`src/rtl/sat_accum_pkg.sv`:
```
// ---------------------------------------------------------------------------
// sat_accum_pkg
//   Shared types and constants for the saturating accumulator.
//   - state_t : accumulator state machine encoding
//   - DW      : datapath width
//   - SAT_POS : largest representable signed value (clamp on positive overflow)
//   - SAT_NEG : smallest representable signed value (clamp on negative overflow)
// ---------------------------------------------------------------------------
package sat_accum_pkg;

    localparam int DW = 16;

    localparam logic [DW-1:0] SAT_POS = 16'h7FFF;
    localparam logic [DW-1:0] SAT_NEG = 16'h8000;

    typedef enum logic [1:0] {
        IDLE  = 2'd0,
        ACCUM = 2'd1,
        DONE  = 2'd2
    } state_t;

endpackage

```
`src/rtl/sat_add16.sv`:
```
// ---------------------------------------------------------------------------
// sat_add16
//   Combinational 16-bit two's-complement add/subtract with saturation.
//   Ports:
//     a    in  DW  signed left operand
//     b    in  DW  signed right operand
//     sub  in  1   1 = a - b, 0 = a + b
//     sum  out DW  clamped result
//     ovf  out 1   result was clamped to SAT_POS or SAT_NEG
// ---------------------------------------------------------------------------
module sat_add16
    import sat_accum_pkg::*;
(
    input  logic [DW-1:0] a,
    input  logic [DW-1:0] b,
    input  logic          sub,
    output logic [DW-1:0] sum,
    output logic          ovf
);

    logic [DW:0] a_ext;
    logic [DW:0] b_ext;
    logic [DW:0] full;

    always_comb begin
        // One extra sign bit holds the exact result of any 16-bit add/sub.
        a_ext = {a[DW-1], a};
        b_ext = {b[DW-1], b};
        full  = sub ? (a_ext - b_ext) : (a_ext + b_ext);

        // The exact result fits in 16 bits iff the top two bits agree.
        ovf = (full[DW] != full[DW-1]);

        if (ovf) begin
            // The extra sign bit tells which way the result ran off the range.
            sum = full[DW] ? SAT_NEG : SAT_POS;
        end else begin
            sum = full[DW-1:0];
        end
    end

endmodule

```
`src/rtl/sat_accum.sv`:
```
// ---------------------------------------------------------------------------
// sat_accum
//   Streaming saturating accumulator. Operands of a packet are added or
//   subtracted into a running 16-bit sum, saturating at every step. The final
//   sum, a sticky overflow flag and the operand count are offered on an
//   output valid/ready handshake.
//   Parameters:
//     CNT_W      width of the operand counter (saturates, never wraps)
//   Ports:
//     clk        in   1      clock, rising edge
//     rst        in   1      asynchronous active-high reset
//     in_valid   in   1      operand valid
//     in_ready   out  1      operand can be accepted (IDLE/ACCUM only)
//     in_data    in   DW     signed operand
//     in_sub     in   1      1 = subtract operand, 0 = add
//     in_last    in   1      final operand of the packet
//     out_valid  out  1      result valid (DONE)
//     out_ready  in   1      consumer takes the result
//     out_sum    out  DW     saturated sum
//     out_ovf    out  1      at least one step saturated
//     out_count  out  CNT_W  operands accepted in the packet
// ---------------------------------------------------------------------------
module sat_accum
    import sat_accum_pkg::*;
#(
    parameter int CNT_W = 8
) (
    input  logic             clk,
    input  logic             rst,
    input  logic             in_valid,
    output logic             in_ready,
    input  logic [DW-1:0]    in_data,
    input  logic             in_sub,
    input  logic             in_last,
    output logic             out_valid,
    input  logic             out_ready,
    output logic [DW-1:0]    out_sum,
    output logic             out_ovf,
    output logic [CNT_W-1:0] out_count
);

    localparam logic [CNT_W-1:0] CNT_ONE = 1;
    localparam logic [CNT_W-1:0] CNT_MAX = '1;

    state_t           state_reg;
    state_t           state_next;
    logic [DW-1:0]    acc_reg;
    logic             ovf_reg;
    logic [CNT_W-1:0] cnt_reg;

    logic             accept;
    logic             out_fire;
    logic [DW-1:0]    step_sum;
    logic             step_ovf;

    sat_add16 u_sat_add16 (
        .a   (acc_reg),
        .b   (in_data),
        .sub (in_sub),
        .sum (step_sum),
        .ovf (step_ovf)
    );

    // Ready is a pure function of state so there is no in_valid -> in_ready path.
    assign in_ready  = (state_reg != DONE);
    assign out_valid = (state_reg == DONE);
    assign accept    = in_valid && in_ready;
    assign out_fire  = out_valid && out_ready;

    // The accumulator registers are frozen in DONE, so they double as the
    // held output registers.
    assign out_sum   = acc_reg;
    assign out_ovf   = ovf_reg;
    assign out_count = cnt_reg;

    always_comb begin
        state_next = state_reg;
        case (state_reg)
            IDLE: begin
                if (accept) begin
                    state_next = in_last ? DONE : ACCUM;
                end
            end
            ACCUM: begin
                if (accept && in_last) begin
                    state_next = DONE;
                end
            end
            DONE: begin
                if (out_fire) begin
                    state_next = IDLE;
                end
            end
            default: state_next = IDLE;
        endcase
    end

    always_ff @(posedge clk or posedge rst) begin
        if (rst) begin
            state_reg <= IDLE;
        end else begin
            state_reg <= state_next;
        end
    end

    always_ff @(posedge clk or posedge rst) begin
        if (rst) begin
            acc_reg <= '0;
            ovf_reg <= 1'b0;
            cnt_reg <= '0;
        end else if (out_fire) begin
            acc_reg <= '0;
            ovf_reg <= 1'b0;
            cnt_reg <= '0;
        end else if (accept) begin
            acc_reg <= step_sum;
            ovf_reg <= ovf_reg | step_ovf;
            cnt_reg <= (cnt_reg == CNT_MAX) ? cnt_reg : (cnt_reg + CNT_ONE);
        end
    end

endmodule

```
`config.mk`:
```
export PLATFORM = sky130hd
export DESIGN_NAME = sat_accum
export DESIGN_NICKNAME = d
export VERILOG_FILES = /design/src/rtl/sat_accum_pkg.sv /design/src/rtl/sat_add16.sv /design/src/rtl/sat_accum.sv
export SDC_FILE = /design/constraint.sdc
export NUM_CORES = 1
export LEC_CHECK = 0
export CAP_MARGIN = 5
export CORE_ASPECT_RATIO = 1.2
export CORE_MARGIN = 2
export CORE_UTILIZATION = 43
export CTS_BUF_LIST = sky130_fd_sc_hd__clkbuf_8
export DETAILED_ROUTE_END_ITERATION = 12
export GPL_TIMING_DRIVEN = 0
export HOLD_SLACK_MARGIN = 0.08
export PLACE_DENSITY = 0.74
export SYNTH_ARGS = -nofsm -noshare
export SYNTH_HDL_FRONTEND = slang
export SYNTH_SLANG_ARGS = --single-unit
```
`constraint.sdc`:
```
create_clock -name clk -period 4.9 [get_ports clk]
set_input_delay 1.47 -clock clk [delete_from_list [all_inputs] [get_ports clk]]
set_output_delay 1.47 -clock clk [all_outputs]
set_load 0.005 [all_outputs]
```
# Word-level counts from Yosys, hierarchy flattened

Cells that the tools add are included.

Register bits after elaboration: 27
Bits of input ports: 22
Output and inout bits: 27
Word-level logic and storage cells: 39

$add $sub $neg: 3
Reduce and logical (&&, ||, !) cells: 7
Bitwise operators: 1
Equality and inequality tests: 9
Multiplexer cells: 15

Operators by type and width:

| operator              | number |
|---|---|
| $mux W16              | 4 |
| $mux W8               | 3 |
| $add A16 B16 Y17      | 1 |
| $mux W17              | 1 |
| $sub A16 B16 Y17      | 1 |
| $add A8 B1 Y8 const B | 1 |
| $eq A8 B8 Y1 const B  | 1 |
| $mux W2               | 4 |
| $ne A2 B2 Y1 const B  | 4 |
| $pmux W2 S3           | 1 |
| $logic_and A1 B1 Y1   | 3 |
| $reduce_and A3 Y1     | 1 |
| $eq A2 B1 Y1 const B  | 1 |
| $eq A2 B2 Y1 const B  | 1 |
| $logic_not A2 Y1      | 1 |
| $mux W1               | 2 |
| $ne A2 B1 Y1 const B  | 1 |
| $reduce_and A2 Y1     | 1 |
| $reduce_bool A2 Y1    | 1 |
| $ne A1 B1 Y1          | 1 |
| $or A1 B1 Y1          | 1 |

# Depth between registers and ports, before layout

Gate-level depths: netlist (run 1).

Depth in word-level cells: 6
Depth in mapped cells: 16
Mapped depth without buffers: 14

# By module

A second synthesis (run 1) with hierarchy kept.

Cell total of the unflattened synthesis: 283
Area total of the unflattened synthesis: 2454.9 µm²

Modules (own cells, without submodules):

| module    | cells each | instances | area each (µm²) | seq. area each (µm²) |
|---|---|---|---|---|
| sat_add16 | 188        | 1         | 1293.7          | 0.0 |
| sat_accum | 95         | 1         | 1161.1          | 675.6 |

# Worst setup path before layout (run 1)

Ideal clock, no wire load.

Path kind: input port to flip-flop
Start point: input port in_data[2]
End point: register acc_reg[11] (netlist: out_sum[11])
Data required time: 4780 ps
Cell stages on the path: 16
Setup time: 120 ps
Path slack: 124 ps
Path buffers: 2
Arrival: 4656 ps
Cell sequence: nor3_1 -> nand2b_1 -> or4_1 -> nor2_1 -> a21oi_1 -> xnor2_1 -> ha_1 -> buf_6 -> a21oi_4 -> o21ai_2 -> a221o_1 -> a221oi_4 -> xnor2_2 -> buf_6 -> o22ai_1 -> a31o_2

Longest elaborated chain between the ends: 6
Elaborated cells between the ends (all ways): 8
Classes of those cells: 2 x add/sub; 1 x eq/ne; 5 x mux

Ends and longest elaborated chain:

| item                                                        | RTL line                         | text |
|---|---|---|
| start: declaration                                          | sat_accum.sv:32                  | `input logic [DW-1:0] in_data,` |
| $add A16 B16 Y17 / $sub A16 B16 Y17 (equally long branches) | sat_add16.sv:29                  | `full = sub ? (a_ext - b_ext) : (a_ext + b_ext);` |
| $mux W17 (*)                                                | sat_add16.sv:29                  |  |
| $mux W16 / $ne A1 B1 Y1 (equally long branches)             | sat_add16.sv:36, sat_add16.sv:32 |  |
| $mux W16 (*)                                                | sat_add16.sv:34                  | `if (ovf) begin` |
| $mux W16 (*)                                                | sat_accum.sv:115                 | `end else if (accept) begin` |
| $mux W16 (*)                                                | sat_accum.sv:111                 | `end else if (out_fire) begin` |
| end signal: assignment                                      | sat_accum.sv:116                 | `acc_reg <= step_sum;` |
| end: declaration                                            | sat_accum.sv:47                  | `logic [DW-1:0] acc_reg;` |

Mark *: on every way between the ends. The rest lies on a longest branch, timed or not. The select of a mux whose other input is x is not followed.
A chain may end at the register's enable or synchronous reset.

# Worst setup path in the final report (run 1)

Start point: input port in_data[2]
End point: register acc_reg[2] (netlist: out_sum[2])

Same word-level chain as after synthesis.

==> results of run 1 <==
report_power, final:
part | total [mW] | internal (mW) | switching, mW
Combinational | 1.57 | 0.828 | 0.745
Sequential | 0.410 | 0.312 | 0.0986
Clock | 0.128 | 0.0577 | 0.0699
kinds of logic (layout without fill, tap and decap cells):
kind of cell    Yosys count  in the layout  share of synthesized area (%)
xor+xnor                 36             37                           13.6
flops                    27             27                           27.8
fa+ha+maj                33             33                           16.2
buf+inv                  21             83                           3.91
compound gates           70             70                           18.9
mux                       2              2                          0.874
simple gates             94             94                           18.8
layout make-up:
cell class,instances,area (um2),area share [%]
plain buffers,9,52.6,1.61
clock buffers,3,41.3,1.26
clock inverters,1,7.51,0.230
inverters,12,45.0,1.38
multi-input cells,236,1790,54.8
flip-flops and latches,27,676,20.7
well taps,64,80.1,2.45
repair buffers,58,574,17.6
metal layers:
metal  track usage, %  part of all wire, %
met5                0                    0
met4             7.07                  3.3
met2             29.9                   50
met1             25.2                   44
met3             3.14                  3.2
worst min-delay path by stage:
stage / startpoint / to / slack [ps] / cells after the start
finish: state_reg[1] / state_reg[0] / 470 / 1
global route: state_reg[1] / state_reg[0] / 520 / 1
CTS: state_reg[1] / state_reg[0] / 480 / 1
detailed placement: state_reg[1] / state_reg[0] / 450 / 1
global placement: state_reg[1] / state_reg[0] / 440 / 1
floorplan: state_reg[1] / state_reg[0] / 430 / 1
what timing repair did:
item	in CTS	in global routing
buffers inserted	4	6
cloned	2	0
resized for setup	15	35
setup endpoints to repair	17	16
pin swaps	9	20
cell usage after synthesis, types with 2 or more instances:
cell / n
nand2_1: 35
dfrtp_1: 27
xnor2_1: 23
nor2_1: 22
ha_1: 18
a21oi_1: 17
o21ai_0: 16
inv_1: 12
xor2_1: 11
maj3_1: 8
o21ai_1: 8
nand2b_1: 7
nand3_1: 7
clkbuf_1: 6
maj3_2: 6
a31oi_1: 5
nor3_1: 4
a31o_2: 3
and2_1: 3
and3_1: 3
nand4_1: 3
nor2b_1: 3
o211ai_1: 3
a21boi_0: 2
a21o_1: 2
buf_6: 2
nor3b_1: 2
o22ai_1: 2
xnor2_2: 2
through the flow:
step / area [um2] / power, mW / instances
after floorplan: 2430 / 1.35 / 283
after global placement: 2980 / 1.72 / 394
after detailed placement: 2980 / 1.75 / 394
after CTS: 3130 / 2.01 / 404
after global routing: 3270 / 2.28 / 410
final: 3270 / 2.11 / 410
worst register-to-register path, stage by stage, from the launching register on:
cell and delay, ps:
dfrtp_1 390, inv_1 50, ha_1 200, fa_1 410, nor2b_1 190, o31ai_1 130
a31oi_1 440, a221oi_4 170, xnor2_4 310, buf_6 180, o22ai_2 90, a31o_2 240
==> metrics.txt, run 1 <==
status=finished, final reports clean; Final setup viols=0; Rel. slew slack=31.8%; critical path depth in cells=15; CTS buffer count=3; fin crit share=98.2%; Clock transition at path regs=90 ps; CP max stage delay=550 ps; final setup margin=90.5 ps; Hold Slack=474 ps; post-route ant nets=0; DRT iter0 DRCs=131; largest area contributor in the netlist=dfrtp_1; pwr dens=646 nW/um2; commonest non-fill, non-tap cell in the layout=clkdlybuf4s50_1; hold_buf cts=0; Leak Pwr=1.42 nW; area of the core=5560 um2; Worst Hold Class=flip-flop to flip-flop; Setup crit end kind=flip-flop; Layout area overhead=34.4%; largest net degree at the start of global routing=28; Core Util, Final=58.9%; chip width=72.7 um; Place WS=-1030 ps; Post-synth EDFFs=0; synthesized area per cell=8.59 um2; fraction of layout cells with a size suffix above 1=17.3%; Crit Path Category=input pin to flip-flop; delay-heaviest family, CP=compound AO/OA/AOI/OAI gates; gr usage total=18.7%; CP startpoint=in_data[2]; Cells after Synth=283; # IOs=49; RD Place Congestion=0.870; reg2reg start=out_sum[0]; antenna violations before repair=0; vias=2302; VDD IR max=0.378 mV; sequential share of the synthesized area=27.8%; Residual DRC=0; detail-routed via count per cell=5.61; antenna cells=0; warnings from Yosys=0; full die area=6280 um2; CTS root buf=clkbuf_8; Worst Path Required=5100 ps; grt ovf=0; most frequent cells in the layout=38 x clkdlybuf4s50_1, 35 x nand2_1, 27 x dfrtp_1; number of global-route vias before repair=1982; Critical Path End=out_sum[2]; Crit path buffers/inverters=2; syn_nets=324; nature of the critical path startpoint=input pin; max reg flops=16; 1st-pass router iterations=4; worst-margin pin slew=1020 ps; Post-Route WL=6.00 mm; Avg WL per Cell=14.6 um; Synth top area share=27.8%; Yosys reg bits=27; TritonCTS clock tree=yes; Tmin final=4810 ps; Initial Util=43.8%; detailed placer's ending HPWL=4.36 mm; PortBufs=47; Achievable Freq=0.208 GHz; Netlist cell types=50; Synth Cell Area=2430 um2; Clock Sinks=27; layout net count=388; final hold vios=0; Most used DFF post-synth=dfrtp_1; Max Slew Vio Count=0; clock skew=6.39 ps; clk_lat worst skew=270 ps; Row Count=30; global-route wire length before repair=9.29 mm; die height=86.4 um; reg2reg path depth=11; number of max-cap violations=0; Fillers=500; Async S/R FF share, synth=100%; CP max FO=6; H-tree Lvls=1; CTS max path bufs=2; R2R Setup Slk=1980 ps; worst path cell trace=buf_8 > nor3_4 > nand2b_4 > or4_4 > nor2_4 > a21oi_2 > xnor2_1 > ha_1 > a21o_1 > a221o_1 > a221oi_4 > xnor2_4 > buf_6 > maj3_2 > o21ai_1; slowest stage cell, crit path=or4_4; Fin Setup TNS=0 ps; RR Endpoint=out_sum[11]; main area contributors after synthesis=dfrtp_1 28%, ha_1 9.3%, xnor2_1 8.3%, nand2_1 5.4%, xor2_1 4.0%; WP data arrival=5010 ps
Power figures use the tool's default switching activity.
==> run 2: changes to the inputs <==
--- a/config.mk
+++ b/config.mk
@@ -16,4 +16,5 @@
 export PLACE_DENSITY = 0.74
 export SYNTH_ARGS = -nofsm -noshare
 export SYNTH_HDL_FRONTEND = slang
+export SYNTH_HIERARCHICAL = 1
 export SYNTH_SLANG_ARGS = --single-unit
==> run 2 against run 1 <==
Hold slack worse by 14 ps; synthesized cell count unchanged; final cell count down 2.0%; global-route usage increased by 1.1 points; clock skew decreased by 1.5 ps; total power down 8.7%; design area is 2.4% lower; via count is 0.87% higher; first-iteration DRC count increased by 36%; sequential share of layout area is 0.52 points higher; critical path type unchanged; largest cell class unchanged; largest power group unchanged.
==> metrics.txt, run 2 <==
detail-routed via count per cell=5.78; Layout area overhead=29.9%; worst hold path startpoint=state_reg[1]; Initial Util=43.9%; RD Place Congestion=0.913; status=finished, final reports clean; largest net degree at the start of global routing=28; antenna violations before repair=0; Netlist cell types=57; Residual DRC=0; top-count cell post-synth=a21oi_1; syn_nets=324; reg2reg path depth=12; met3 usage=1.28%; VDD IR max=0.263 mV; Hold Path End=state_reg[0]; Post-Route WL=6.15 mm; antenna cells=0; Leak Pwr=1.34 nW; fraction of layout cells with a size suffix above 1=14.8%; die height=86.8 um; warnings from Yosys=6; CP max FO=6; Cells after Synth=283; gr usage total=19.8%; area of the multi-input gates=1750 um2; detailed placer's ending HPWL=4.74 mm; Post-synth EDFFs=0; Setup crit end kind=flip-flop; area of the core=5590 um2; fin area=3190 um2; reg2reg start=out_sum[0]; most frequent cells in the layout=45 x clkdlybuf4s50_1, 32 x a21oi_1, 27 x dfrtp_1; main area contributors after synthesis=dfrtp_1 28%, ha_1 9.2%, xnor2_1 7.8%, a21oi_1 7.3%, a22o_1 5.7%; global-route wire length before repair=10.1 mm; clock skew=4.89 ps; Synth Cell Area=2450 um2; PortBufs=48; max reg flops=16; Final setup viols=0; layout net count=380; Clock transition at path regs=100 ps; total power=1.93 mW; Tmin final=4770 ps; Max Slew Vio Count=0; grt met1 use=26.4%; largest area contributor in the netlist=dfrtp_1; Async S/R FF share, synth=100%; grt ovf=0; RR Endpoint=out_sum[10]; number of global-route vias before repair=2220; pwr dens=604 nW/um2; Post-DP Area=3020 um2; hold path depth=1; Row Count=30; met2 usage=34.1%; Worst Path Required=5070 ps; Fillers=531; Crit Path Category=input pin to flip-flop; vias=2322; number of max-cap violations=0; fin crit share=97.3%; Most used DFF post-synth=dfrtp_1; synthesized area per cell=8.67 um2; commonest non-fill, non-tap cell in the layout=clkdlybuf4s50_1; CTS buffer count=3; storage element area=676 um2; H-tree Lvls=1; Achievable Freq=0.210 GHz; Clock Sinks=27; CTS root buf=clkbuf_8; full die area=6330 um2; Fin Setup TNS=0 ps; worst-margin pin slew=988 ps; Worst Hold Class=flip-flop to flip-flop; sequential share of the synthesized area=27.5%; CTS max path bufs=2; final hold vios=0; clk_lat worst skew=270 ps; WP data arrival=4940 ps; TritonCTS clock tree=yes; Rel. slew slack=34.0%; nature of the critical path startpoint=input pin; 1st-pass router iterations=4; # IOs=49; Synth top area share=27.5%; Yosys reg bits=27; Post-synth top cells=36 x a21oi_1, 27 x dfrtp_1, 22 x xnor2_1; R2R Setup Slk=1920 ps; Avg WL per Cell=15.3 um; chip width=73.0 um; DRT iter0 DRCs=178; GRT busiest layer=met2; post-route ant nets=0
## run 2: cell types whose count changed in the layout (fill, tap and decap cells not counted), moves of 4 or more
| cell | before | now |
|---|---|---|
| nand2_1 | 35 | 11 |
| a21oi_1 | 15 | 32 |
| a22o_1 | 0 | 16 |
| clkdlybuf4s50_1 | 38 | 45 |
| clkbuf_1 | 6 | 0 |
| maj3_2 | 9 | 3 |
| o21ai_1 | 7 | 1 |
| maj3_1 | 5 | 0 |
| xor2_1 | 11 | 6 |
| nand2b_1 | 6 | 2 |
## run 2: routing by layer
metal  up-vias  share of wire, %
met1      1083                45
li1       1166                 -
met4         0               1.0
met2        67                50
met5         -                 0
met3         6               3.8
## run 2: cells by family after synthesis
family	synth area share, %
AOI/OAI and AO/OA	26.6
adders and majority gates	11.4
DFF	27.5
muxes	0.816
buffers and inverters	4.89
and+or+nand+nor	18.8
xor gates and xnor gates	9.99
## run 2: how the worst max path moves through the flow
stage,start,endpoint,slack [ps],depth (start not counted)
final,in_data[8],out_sum[10],130,14
after global routing,in_data[8],out_sum[6],-30,15
after CTS,in_data[0],out_sum[10],5,15
after detailed placement,in_data[0],out_sum[9],-550,16
after global placement,in_data[0],out_sum[2],-510,16
after floorplan,in_data[0],out_sum[10],470,14
## run 2: what timing repair did
item / CTS / global route
hold buffers: 0 / 0
buffers inserted: 1 / 2
cloned: 0 / 0
hold endpoints to repair: 0 / 0
gates resized for setup: 9 / 17
pin swaps: 0 / 5
endpoints found under the setup margin: 14 / 15
## run 2: area by class of cell
class,count,share of cell area [%]
Buffer,9,2.04
Clock buffer,3,1.29
Clock inverter,1,0.235
Inverter,15,1.84
Multi-Input combinational cell,232,54.9
Sequential cell,27,21.2
Tap cell,64,2.51
Timing Repair Buffer,51,16.0
## run 2: through the flow
stage / hold WS [ps] / std cells / utilization (%) / setup WS (ps)
after floorplan: 424 / 283 / - / 473
final: 460 / 402 / 57.0 / 130
after CTS: 469 / 400 / 55.6 / 5.12
after global routing: 493 / 402 / 57.0 / -27.2
after global placement: 443 / 395 / 53.9 / -507
after detailed placement: 456 / 395 / 53.9 / -547
## run 2: critical path, cell delays in order
cell and delay (ps):
clkdlybuf4s50_1 480, nor4_4 340, buf_4 160, and3_4 190, nor2_1 50, xnor2_1 210, ha_2 350, a21oi_2 170
o21ai_1 110, a31o_2 260, or3_1 360, and2_2 260, maj3_2 320, a22o_1 210
## run 2: power by group
group / switching [mW] / internal (mW) / leakage, nW
Sequential: 0.107 / 0.316 / 0.338
Clock: 0.0708 / 0.0577 / 0.0217
Combinational: 0.673 / 0.704 / 0.981
